<file path="src/rtl/fifo_drain_ctrl.sv">
// fifo_drain_ctrl: drains a burst from fifo_queue (fifo_deq/fifo_data/fifo_empty) onto a valid/ready port (m_valid/m_data/m_ready), with start/burst_len/abort control and busy/done/word_count status
module fifo_drain_ctrl #(
  parameter int DATA_WIDTH = 8,
  parameter int MAX_BURST = 16,
  parameter int CNT_W = $clog2(MAX_BURST + 1)
) (
  input  logic                  clk,
  input  logic                  reset,
  input  logic                  start,
  input  logic [CNT_W-1:0]      burst_len,
  input  logic                  abort,
  input  logic                  fifo_empty,
  input  logic [DATA_WIDTH-1:0] fifo_data,
  output logic                  fifo_deq,
  output logic                  m_valid,
  output logic [DATA_WIDTH-1:0] m_data,
  input  logic                  m_ready,
  output logic                  busy,
  output logic                  done,
  output logic [CNT_W-1:0]      word_count
);
  typedef enum logic [2:0] {IDLE, FETCH, CAPTURE, PRESENT, DONE} state_t;
  state_t state, state_nxt;
  logic [CNT_W-1:0] len, cnt_inc;
  logic accept, last;
  assign cnt_inc = word_count + CNT_W'(1);
  assign accept = state == PRESENT && m_ready && !abort;
  assign last = cnt_inc == len;
  always_ff @(posedge clk) begin
    if (reset) state <= IDLE;
    else state <= state_nxt;
  end
  always_comb begin
    state_nxt = state;
    case (state)
      IDLE:    state_nxt = start && burst_len != '0 ? FETCH : IDLE;
      FETCH:   state_nxt = abort ? IDLE : fifo_empty ? FETCH : CAPTURE;
      CAPTURE: state_nxt = abort ? IDLE : PRESENT;
      PRESENT: state_nxt = abort ? IDLE : accept ? (last ? DONE : FETCH) : PRESENT;
      default: state_nxt = IDLE;
    endcase
  end
  always_comb begin
    fifo_deq = state == FETCH && !fifo_empty && !reset;
    busy = state != IDLE;
  end
  always_ff @(posedge clk) begin
    if (reset) begin
      m_valid <= 1'b0;
      m_data <= '0;
      done <= 1'b0;
      word_count <= '0;
      len <= '0;
    end else begin
      done <= (state == IDLE && start && burst_len == '0) || (accept && last);
      if (state == IDLE && start) begin
        word_count <= '0;
        len <= burst_len > CNT_W'(MAX_BURST) ? CNT_W'(MAX_BURST) : burst_len;
      end
      if (state == CAPTURE && !abort) begin
        m_data <= fifo_data;
        m_valid <= 1'b1;
      end
      if (state == PRESENT && (m_ready || abort)) m_valid <= 1'b0;
      if (accept) word_count <= cnt_inc;
    end
  end
endmodule
</file>
<file path="config.mk">
export PLATFORM = sky130hd
export DESIGN_NAME = fifo_drain_ctrl
export DESIGN_NICKNAME = d
export VERILOG_FILES = /design/src/rtl/fifo_drain_ctrl.sv
export SDC_FILE = /design/constraint.sdc
export NUM_CORES = 1
export LEC_CHECK = 0
export BUFFER_PORTS_ARGS = -buffer_cell sky130_fd_sc_hd__buf_2
export CORE_UTILIZATION = 44
export DETAILED_ROUTE_END_ITERATION = 10
export GPL_TIMING_DRIVEN = 0
export HOLD_SLACK_MARGIN = 0.15
export PLACE_DENSITY_LB_ADDON = 0.3
export SYNTH_ARGS = -nofsm -noshare
export SYNTH_HDL_FRONTEND = slang
export SYNTH_SLANG_ARGS = --single-unit
</file>
<file path="constraint.sdc">
create_clock -name clk -period 1.4 [get_ports clk]
set_clock_uncertainty 0.05 [all_clocks]
set_input_delay 0.14 -clock clk [delete_from_list [all_inputs] [get_ports clk]]
set_output_delay 0.14 -clock clk [all_outputs]
set_load 0.05 [all_outputs]
</file>
==> flow_metrics.tcl, run 1 <==
set metrics [dict create \
    avgSynthCellArea_um2 7.95 \
    p_leak_nw 0.675 \
    worstPathMaxFanout 7 \
    powerDensity_nw_per_um2 716 \
    yosys_warnings 0 \
    ioPinCount 36 \
    clk-insertion-delay-late_ns 0.31 \
    synth_fp_nets 154 \
    crit_path_top_delay_cell "dfxtp_4" \
    worst-path-buf-inv 0 \
    via_per_inst 5.23 \
    clock-sinks 23 \
    period_share_pct 108 \
    place_congestion 0.821 \
    crit_chain "nor3b_4, and2b_4, nand4_1, a211o_1, o311a_1" \
    cts_tree "done" \
    diodes 0 \
    whs_path_depth 5 \
    vias 1162 \
    drv_cap 0 \
    worstPathRequired_ns 1.57 \
    h-tree-depth 1 \
    violations "negative setup slack" \
    hold_viol 0 \
    ir_worst_vdd_mv 0.609 \
    pre_cts_slack_ns -0.261 \
    synthCells 134 \
    die_h_um 51.2 \
    grt_pass1_wl_mm 4.46 \
    layout-drive-gt1-share_pct 38.7 \
    grt_overflow_total 0 \
    grtUsageTotal_pct 22.9 \
    areaGrowthSynthToFinish_pct 57.9 \
    ant_nets 0 \
    setup_slack_ns -0.113 \
    antenna_found_initial 0 \
    period_needed_ns 1.51 \
    root_buffer "clkbuf_4" \
    crit_start "state[1]" \
    first_iter_violations 23 \
    clk_pin_slew_ns 0.12 \
    synthesis.area_um2 1060 \
    chipWidth_um 51.2 \
    yosysUniqueCellTypes 32 \
    rsz0062_at_grt "yes" \
    remaining_drc_errors 0 \
    use_met1_pct 28.1 \
    ys_seq_area_share_pct 43.2 \
    hpwl_mm 1.84 \
    clock_path_buffers 2 \
    arrival_ns 1.68 \
    r2r_end "state[0]" \
    critPathCaptureType "register" \
    r2r_cells 5 \
    critPathKind "reg -> reg" \
    grt_pass1_vias 1046 \
    first_pass_iters 6 \
    final_nets 215 \
    setup-violations-final 10 \
    critPathMaxStageDelay_ns 0.41 \
    maxClockFrequency_ghz 0.661 \
    regToRegStartpoint "state[1]" \
    cp-start-kind "register" \
    grt_use_met3_pct 2.68 \
    hp-class "in -> reg" \
    rows 17 \
    r2r_slack_ns -0.11 \
    grt_start_max_net_pins 14 \
    cts-buffers-inserted 3 \
    port_buffers 35 \
    fp.dieArea_um2 2620 \
    initial_core_util_pct 47.2 \
    worstMarginPinSlew_ns 0.496 \
    drt-total-wl_mm 2.88 \
    outcome "finished, violations left" \
    grt_use_met2_pct 39.9 \
    holdCritStartpoint "burst_len[4]" \
    slew_violations 0 \
    cp_top_family "simple AND/OR/NAND/NOR gates" \
    synth_seq_cells 23 \
    post_drt_wl_per_cell_um 13.0 \
    final_util_pct 74.6 \
    relSlewSlack_pct 66.9 \
    core_region_area_um2 2250 \
    grt-busiest-layer "met2" \
    hold_end "done" \
]
## Yosys cell counts, drive strengths merged
library cell,instances,share of area (%)
nand2,25,8.8
dfxtp,23,43
a21oi,19,9.3
nor2,14,4.9
nand3b,6,4.2
xnor2,5,4.1
o21ai,4,1.9
and2,3,1.8
clkbuf,3,1.1
inv,3,1.1
nand3,3,1.4
or3,3,1.8
buf,2,0.94
nand2b,2,1.2
nor3,2,0.94
nor3b,2,1.9
nor4,2,1.2
a211o,1,0.82
a211oi,1,0.71
a22oi,1,0.71
a2bb2oi,1,0.82
and2b,1,0.94
and3b,1,0.82
ha,1,1.2
nand4,1,0.59
o211ai,1,0.71
o22ai,1,0.59
o311a,1,0.94
or4,1,0.71
xor2,1,0.82
## cell families after synthesis
| logic type | count (synthesis) | synth area share, % |
|---|---|---|
| AOI/OAI and AO/OA | 30 | 16.5 |
| DFF | 23 | 43.2 |
| buffers and inverters | 8 | 3.06 |
| xor gates and xnor gates | 6 | 4.94 |
| adders and majority gates | 1 | 1.17 |
| and+or+nand+nor | 66 | 31.1 |
## metal layers
metal,routed length [um],share of wire [%],up-vias
met5,0,0,-
met4,42,1.5,0
met3,112,3.9,5
met2,1490,52,31
met1,1240,43,543
li1,-,-,583
## layout by cell type (no fill, tap or decap), types with 2 or more instances in the layout
master          n
buf_2          33
nand2_1        23
a21oi_1        16
dlygate4sd3_1  16
dfxtp_1        15
nor2_1         13
dfxtp_4         7
nand3b_1        6
buf_6           5
xnor2_1         5
buf_4           4
a21oi_2         3
clkbuf_4        3
nor3_4          2
nand2_2         2
clkbuf_1        2
nand3_1         2
and2_1          2
o21ai_2         2
or3_1           2
inv_1           2
## area by class of cell
| class | instances | area, um^2 |
|---|---|---|
| plain buffers | 3 | 18.8 |
| clock buffers | 3 | 22.5 |
| clock inverters | 1 | 5.00 |
| fillers | 185 | 573 |
| inverters | 3 | 11.3 |
| multi-input cells | 103 | 681 |
| flip-flops and latches | 23 | 488 |
| well taps | 28 | 35.0 |
| repair buffers | 58 | 420 |
## where the power goes
part	internal (mW)	switching [mW]	total, mW
registers	0.657	0.0158	0.673
clock network	0.107	0.200	0.307
logic	0.109	0.114	0.223
total	0.874	0.330	1.20
## worst max-delay path by stage
| stage | endpoint | slack (ns) | cells after the start |
|---|---|---|---|
| after floorplan | state[0] | -0.06 | 6 |
| after global placement | state[0] | -0.18 | 6 |
| after detailed placement | word_count[4] | -0.26 | 7 |
| after CTS | state[0] | -0.16 | 6 |
| after global routing | state[0] | -0.16 | 5 |
| final | state[0] | -0.11 | 5 |
## worst register-to-register path, cell delays in order, from the launching register on
cell     delay, ns
dfxtp_4       0.41
nor3b_4       0.24
and2b_4       0.20
nand4_1       0.08
a211o_1       0.30
o311a_1       0.14
## sequential cells by signal (all words and copies together) (netlist names)
signal / count
m_valid: 1
state: 3
word_count: 5
done: 1
m_data: 8
len: 5
## stage by stage
step / total power [mW] / setup TNS [ns] / area [um^2] / hold slack, ns / std cells
2_1_floorplan: 0.781 / -0.0909 / 1110 / 0.159 / 134
3_3_place_gp: 0.835 / -2.18 / 1320 / 0.331 / 197
3_5_place_dp: 0.840 / -3.07 / 1320 / 0.339 / 197
4_1_cts: 1.19 / -1.20 / 1560 / 0.149 / 219
5_1_grt: 1.26 / -1.24 / 1680 / 0.177 / 222
6_report: 1.20 / -0.411 / 1680 / 0.162 / 222
## what timing repair did
item | 4_1_cts | 5_1_grt
gates resized for setup | 11 | 30
hold buffers | 16 | 0
pin swaps | 4 | 16
buffers inserted | 3 | 4
endpoints found under the hold margin | 16 | 0
endpoints found under the setup margin | 21 | 22
Note: power is estimated with default switching activity, not from simulation.
==> inputs of run 2 (changes only) <==
--- a/config.mk
+++ b/config.mk
@@ -5,6 +5,7 @@
 export SDC_FILE = /design/constraint.sdc
 export NUM_CORES = 1
 export LEC_CHECK = 0
+export ABC_AREA = 1
 export BUFFER_PORTS_ARGS = -buffer_cell sky130_fd_sc_hd__buf_2
 export CORE_UTILIZATION = 44
 export DETAILED_ROUTE_END_ITERATION = 10
==> run 2 against run 1 <==
  * The run still ends with negative setup slack left
  * Register-to-register slack better by 0.10 ns
  * Setup slack better by 0.056 ns
  * Worst hold slack got worse by 0.033 ns
  * Final area decreased by 0.15%
  * Flip-flop and latch count is the same
  * First-iteration DRC count up 13%
  * Total power is 1.1% higher
  * Core utilization shrank 1.5 points
  * Area after synthesis grew 4.5%
  * Critical path depth is 1 lower
  * Via count grew 12%
  * Die area rose by 4.3%
==> flow_metrics.tcl, run 2 <==
set metrics [dict create \
    grt_pass1_vias 1173 \
    dpl_cell_area_um2 1350 \
    top_register "m_data" \
    rsz0062_at_grt "yes" \
    diodes 0 \
    remaining_drc_errors 0 \
    core_region_area_um2 2300 \
    outcome "finished, violations left" \
    hpwl_mm 2.00 \
    fillCellCount 176 \
    worstPathRequired_ns 1.21 \
    top_regs "m_data (8), len (5), word_count (5)" \
    ioPinCount 36 \
    synth_edf_count 0 \
    period_needed_ns 1.46 \
    synth_top_area_share_pct 41.4 \
    powerDensity_nw_per_um2 724 \
    yosysTopAreaCell "dfxtp_1" \
    worstPathMaxFanout 5 \
    vias 1301 \
    final_nets 249 \
    place_congestion 0.856 \
    ir_worst_vdd_mv 0.602 \
    cp-start-kind "register" \
    cts-buffers-inserted 3 \
    worstMarginPinSlew_ns 0.508 \
    grt_use_met3_pct 4.06 \
    avgSynthCellArea_um2 6.87 \
    arrival_ns 1.27 \
    critPathCaptureType "primary output" \
    relSlewSlack_pct 66.1 \
    synth_seq_cells 23 \
    rows 17 \
    slew_violations 0 \
    largest_reg_flops 8 \
    grt_pass1_wl_mm 4.86 \
    synthCells 162 \
    grtUsageTotal_pct 24.2 \
    cts.hold.buffers_added 16 \
    critPathKind "reg -> out" \
    grt_overflow_total 0 \
    yosysMostFrequentCell "nor2_1" \
    clk_pin_slew_ns 0.13 \
    die_h_um 52.3 \
    grt_start_max_net_pins 14 \
    clock-sinks 23 \
    layout-drive-gt1-share_pct 34.6 \
    hold_viol 0 \
    synth_area_leaders "dfxtp_1 41%, nor2_1 11%, nand2_1 9.8%" \
    ant_nets 0 \
    clk-insertion-delay-late_ns 0.32 \
    port_buffers 34 \
    synth_commonest_cells "34 x nor2_1, 29 x nand2_1, 23 x dfxtp_1, 18 x inv_1, 11 x nand3_1" \
    initial_core_util_pct 48.4 \
    violations "negative setup slack" \
    setup-violations-final 3 \
    areaGrowthSynthToFinish_pct 51.0 \
    first_iter_violations 26 \
    synthArstFlopShare_pct 0 \
    fp.dieArea_um2 2730 \
    final_common_cell "buf_2" \
    ys_seq_area_share_pct 41.4 \
    root_buffer "clkbuf_4" \
    drv_cap 0 \
    cts_tree "done" \
    yosysUniqueCellTypes 24 \
    via_per_inst 5.08 \
    post_drt_wl_per_cell_um 12.0 \
    clock_path_buffers 2 \
    final_util_pct 73.1 \
    period_share_pct 104 \
    h-tree-depth 1 \
    post-route-cell-area_um2 1680 \
    first_pass_iters 5 \
    mostFrequentLayoutCells "34 x buf_2, 30 x nor2_1, 27 x nand2_1" \
    chipWidth_um 52.3 \
    drt-total-wl_mm 3.07 \
    grt-busiest-layer "met2" \
    pre_cts_slack_ns -0.0394 \
    grt_use_met2_pct 41.8 \
    synthesis.area_um2 1110 \
    use_met1_pct 28.8 \
    synth_fp_nets 182 \
    setup_slack_ns -0.0562 \
    maxClockFrequency_ghz 0.687 \
    antenna_found_initial 0 \
    p_leak_nw 0.770 \
    yosys_warnings 0 \
    hp-class "in -> reg" \
    synth_flop_cell "dfxtp_1" \
    power.total_mw 1.22 \
]
[run 2: cell types whose count changed after synthesis, moves of 4 or more]
cell | previous run | this run
nand4_1 | 1 | 6
o21ai_0 | 4 | 10
xnor2_1 | 5 | 1
inv_1 | 3 | 18
nand3_1 | 3 | 11
nand2_1 | 25 | 29
nand3b_1 | 6 | 2
nor2_1 | 14 | 34
a21oi_1 | 18 | 8
[run 2: layout make-up]
class | instances | area, um^2 | share of cell area, %
buffer | 4 | 23.8 | 1.42
clock buffer | 3 | 22.5 | 1.34
clock inverter | 1 | 5.00 | 0.298
inverter | 18 | 70.1 | 4.17
multi-input combinational | 117 | 614 | 36.6
sequential | 23 | 482 | 28.7
tap | 28 | 35.0 | 2.09
timing repair buffer | 62 | 427 | 25.4
[run 2: worst paths after layout]
check / endpoint / from / depth (start not counted) / slack, ns
setup / recovery: fifo_deq / state[1] / 4 / -0.06
setup reg to reg: done / word_count[0] / 9 / -0.01
hold / removal: done / reset / 2 / 0.13
hold reg to reg: len[2] / len[2] / 2 / 0.45
[run 2: where the power goes]
| group | switching, mW | total (mW) | internal, mW |
|---|---|---|---|
| Clock | 0.206 | 0.313 | 0.107 |
| Combinational | 0.124 | 0.228 | 0.104 |
| Sequential | 0.0128 | 0.676 | 0.663 |
| Total | 0.343 | 1.22 | 0.873 |
[run 2: routing by layer]
layer  vias up  wire, um  part of all wire, %
met5         -         0                    0
met4         0        78                  2.5
met3         9       161                  5.2
met2        49      1530                   50
met1       583      1290                   42
li1        660         -                    -
[run 2: repair_timing]
action	4_1_cts	5_1_grt
setup endpoints to repair	15	17
endpoints found under the hold margin	21	3
pin swaps	5	11
buffers inserted	10	2
gates resized for setup	11	11
[run 2: cell families after synthesis]
kind of cell / after synthesis / share of synthesized area [%]
compound gates: 24 / 12.1
xor+xnor: 1 / 0.788
fa+ha+maj: 1 / 1.12
buf+inv: 22 / 7.87
flops: 23 / 41.4
simple gates: 91 / 36.7
[run 2: critical path, stage by stage (launching register included)]
cell	delay [ns]
dfxtp_4	0.39
nor3_4	0.21
nand2_2	0.08
nor2_2	0.10
buf_6	0.17
[run 2: metrics by stage]
step                      setup TNS [ns]  hold slack (ns)  instances
final                            -0.0842            0.129        256
after global routing               -1.23            0.118        256
after CTS                         -0.194           0.0952        254
after detailed placement         -0.0700            0.350        224
after global placement                 0            0.340        224
after floorplan                 -0.00358            0.233        162
==> inputs of run 3 (changes only) <==
--- a/config.mk
+++ b/config.mk
@@ -12,6 +12,7 @@
 export GPL_TIMING_DRIVEN = 0
 export HOLD_SLACK_MARGIN = 0.15
 export PLACE_DENSITY_LB_ADDON = 0.3
+export SETUP_SLACK_MARGIN = 0.5
 export SYNTH_ARGS = -nofsm -noshare
 export SYNTH_HDL_FRONTEND = slang
 export SYNTH_SLANG_ARGS = --single-unit
==> run 3 against run 2 <==
  * The flow still finishes with violations (negative setup slack)
  * Fmax shrank 5.9%
  * Global-route usage grew 3.7 points
  * Total power grew 9.1%
  * Highest routed layer unchanged
==> flow_metrics.tcl, run 3 (same netlist as run 2, synthesis figures left out) <==
set metrics [dict create \
    place_congestion 0.816 \
    final_common_cell "nor2_1" \
    hpwl_mm 1.99 \
    outcome "finished, violations left" \
    ant_nets 0 \
    drt-total-wl_mm 4.84 \
    use_met1_pct 32.4 \
    grt_start_max_net_pins 14 \
    hold_viol 0 \
    maxClockFrequency_ghz 0.646 \
    fillCellCount 83 \
    grt_pass1_vias 1306 \
    dpl_cell_area_um2 1390 \
    critPathCaptureType "register" \
    layout-drive-gt1-share_pct 53.1 \
    relSlewSlack_pct 56.2 \
    period_needed_ns 1.55 \
    largest_reg_flops 8 \
    diodes 0 \
    core_region_area_um2 2300 \
    r2r_slack_ns -0.15 \
    ioPinCount 36 \
    post_drt_wl_per_cell_um 18.0 \
    grt_overflow_total 0 \
    crit_path_top_delay_cell "dfxtp_4" \
    grt_use_met3_pct 3.19 \
    top_register "m_data" \
    worstPathRequired_ns 1.58 \
    grt_use_met2_pct 51.7 \
    ir_worst_vdd_mv 0.532 \
    grt_pass1_wl_mm 5.67 \
    pre_cts_slack_ns -0.0323 \
    whs_ns 0.0952 \
    crit_chain "buf_4, buf_6, nand3_1, nand2_1, nand3b_1, nand2_1, inv_1, nand3b_1, nor2_1" \
    setup_slack_ns -0.148 \
    critPathKind "reg -> reg" \
    p_leak_nw 0.919 \
    regToRegStartpoint "word_count[0]" \
    root_buffer "clkbuf_4" \
    period_share_pct 111 \
    die_h_um 52.3 \
    finalSetupTns_ns -1.08 \
    areaGrowthSynthToFinish_pct 89.3 \
    rows 17 \
    cts-buffers-inserted 3 \
    top_regs "m_data (8), len (5), word_count (5)" \
    grt-busiest-layer "met2" \
    rsz0062_at_grt "yes" \
    cts_tree "done" \
    first_iter_violations 66 \
    clock-sinks 23 \
    fp.dieArea_um2 2730 \
    mostFrequentLayoutCells "26 x nor2_1, 23 x nand2_1, 18 x buf_8, 18 x buf_2, 16 x buf_4" \
    via_per_inst 5.70 \
    cp_top_family "simple AND/OR/NAND/NOR gates" \
    r2r_cells 9 \
    worstPathMaxFanout 6 \
    post-route-cell-area_um2 2110 \
    violations "negative setup slack" \
    worstMarginPinSlew_ns 0.657 \
    worst-path-buf-inv 3 \
    vias 1533 \
    port_buffers 34 \
    grtUsageTotal_pct 27.9 \
    arrival_ns 1.73 \
    h-tree-depth 1 \
    hold_end "m_valid" \
    setup-violations-final 16 \
    final_util_pct 91.7 \
    powerDensity_nw_per_um2 630 \
    clk_pin_slew_ns 0.14 \
    holdCritStartpoint "m_ready" \
    crit_start "word_count[0]" \
    clk-insertion-delay-late_ns 0.32 \
    chipWidth_um 52.3 \
    final_nets 262 \
    clock_path_buffers 2 \
    first_pass_iters 5 \
    antenna_found_initial 0 \
    critPathMaxStageDelay_ns 0.38 \
    remaining_drc_errors 0 \
    whs_path_depth 3 \
    cp-start-kind "register" \
    initial_core_util_pct 48.4 \
    slew_violations 0 \
    r2r_end "state[2]" \
    drv_cap 0 \
    hp-class "in -> reg" \
]
[run 3: cell types whose count changed in the layout (fill, tap and decap cells not counted), sizes merged]
cell / before / now
buf: 48 / 64
dlygate4sd3: 16 / 13
[run 3: worst max-delay path by stage]
stage	depth (start not counted)	slack, ns	endpoint
after floorplan	9	0.02	state[0]
after global placement	10	0.004	state[0]
after detailed placement	6	-0.03	state[0]
after CTS	5	-0.05	fifo_deq
after global routing	9	-0.21	state[2]
final	9	-0.15	state[2]
[run 3: final cells by class]
cell class	count	area (um^2)	share of cell area, %
clock buffer	3	22.5	1.07
clock inverter	1	5.00	0.238
tap	28	35.0	1.66
inverter	18	72.6	3.45
multi-input combinational	117	717	34.0
timing repair buffer	75	726	34.5
buffer	4	27.5	1.31
sequential	23	500	23.8
[run 3: per-stage QoR]
step | cells | power (mW)
final | 269 | 1.33
after CTS | 256 | 1.24
after detailed placement | 224 | 0.857
after global placement | 224 | 0.853
after floorplan | 162 | 0.800
after global routing | 269 | 1.36
[run 3: metal layers]
layer  share of wire, %  up-vias
met4                4.3        0
met3                7.1       26
met1                 37      710
met5                  0        -
met2                 51      114
li1                   -      683
[run 3: timing repair]
item | CTS | global route
pin swaps | 7 | 12
gates cloned | 0 | 0
gates resized for setup | 83 | 38
endpoints found under the hold margin | 16 | 5
endpoints found under the setup margin | 40 | 40
buffers inserted | 16 | 12
hold buffers | 12 | 1
[run 3: where the power goes]
group / leakage [nW] / internal [mW] / switching [mW]
Clock: 0.0177 / 0.107 / 0.221
Combinational: 0.704 / 0.152 / 0.174
Sequential: 0.197 / 0.659 / 0.0159
Total: 0.919 / 0.917 / 0.410
[run 3: worst register-to-register path: cells and delay by family (launching register included)]
kind / cells / cell delay, ns
and+or+nand+nor: 6 / 0.72
DFF: 1 / 0.38
buffers and inverters: 3 / 0.33
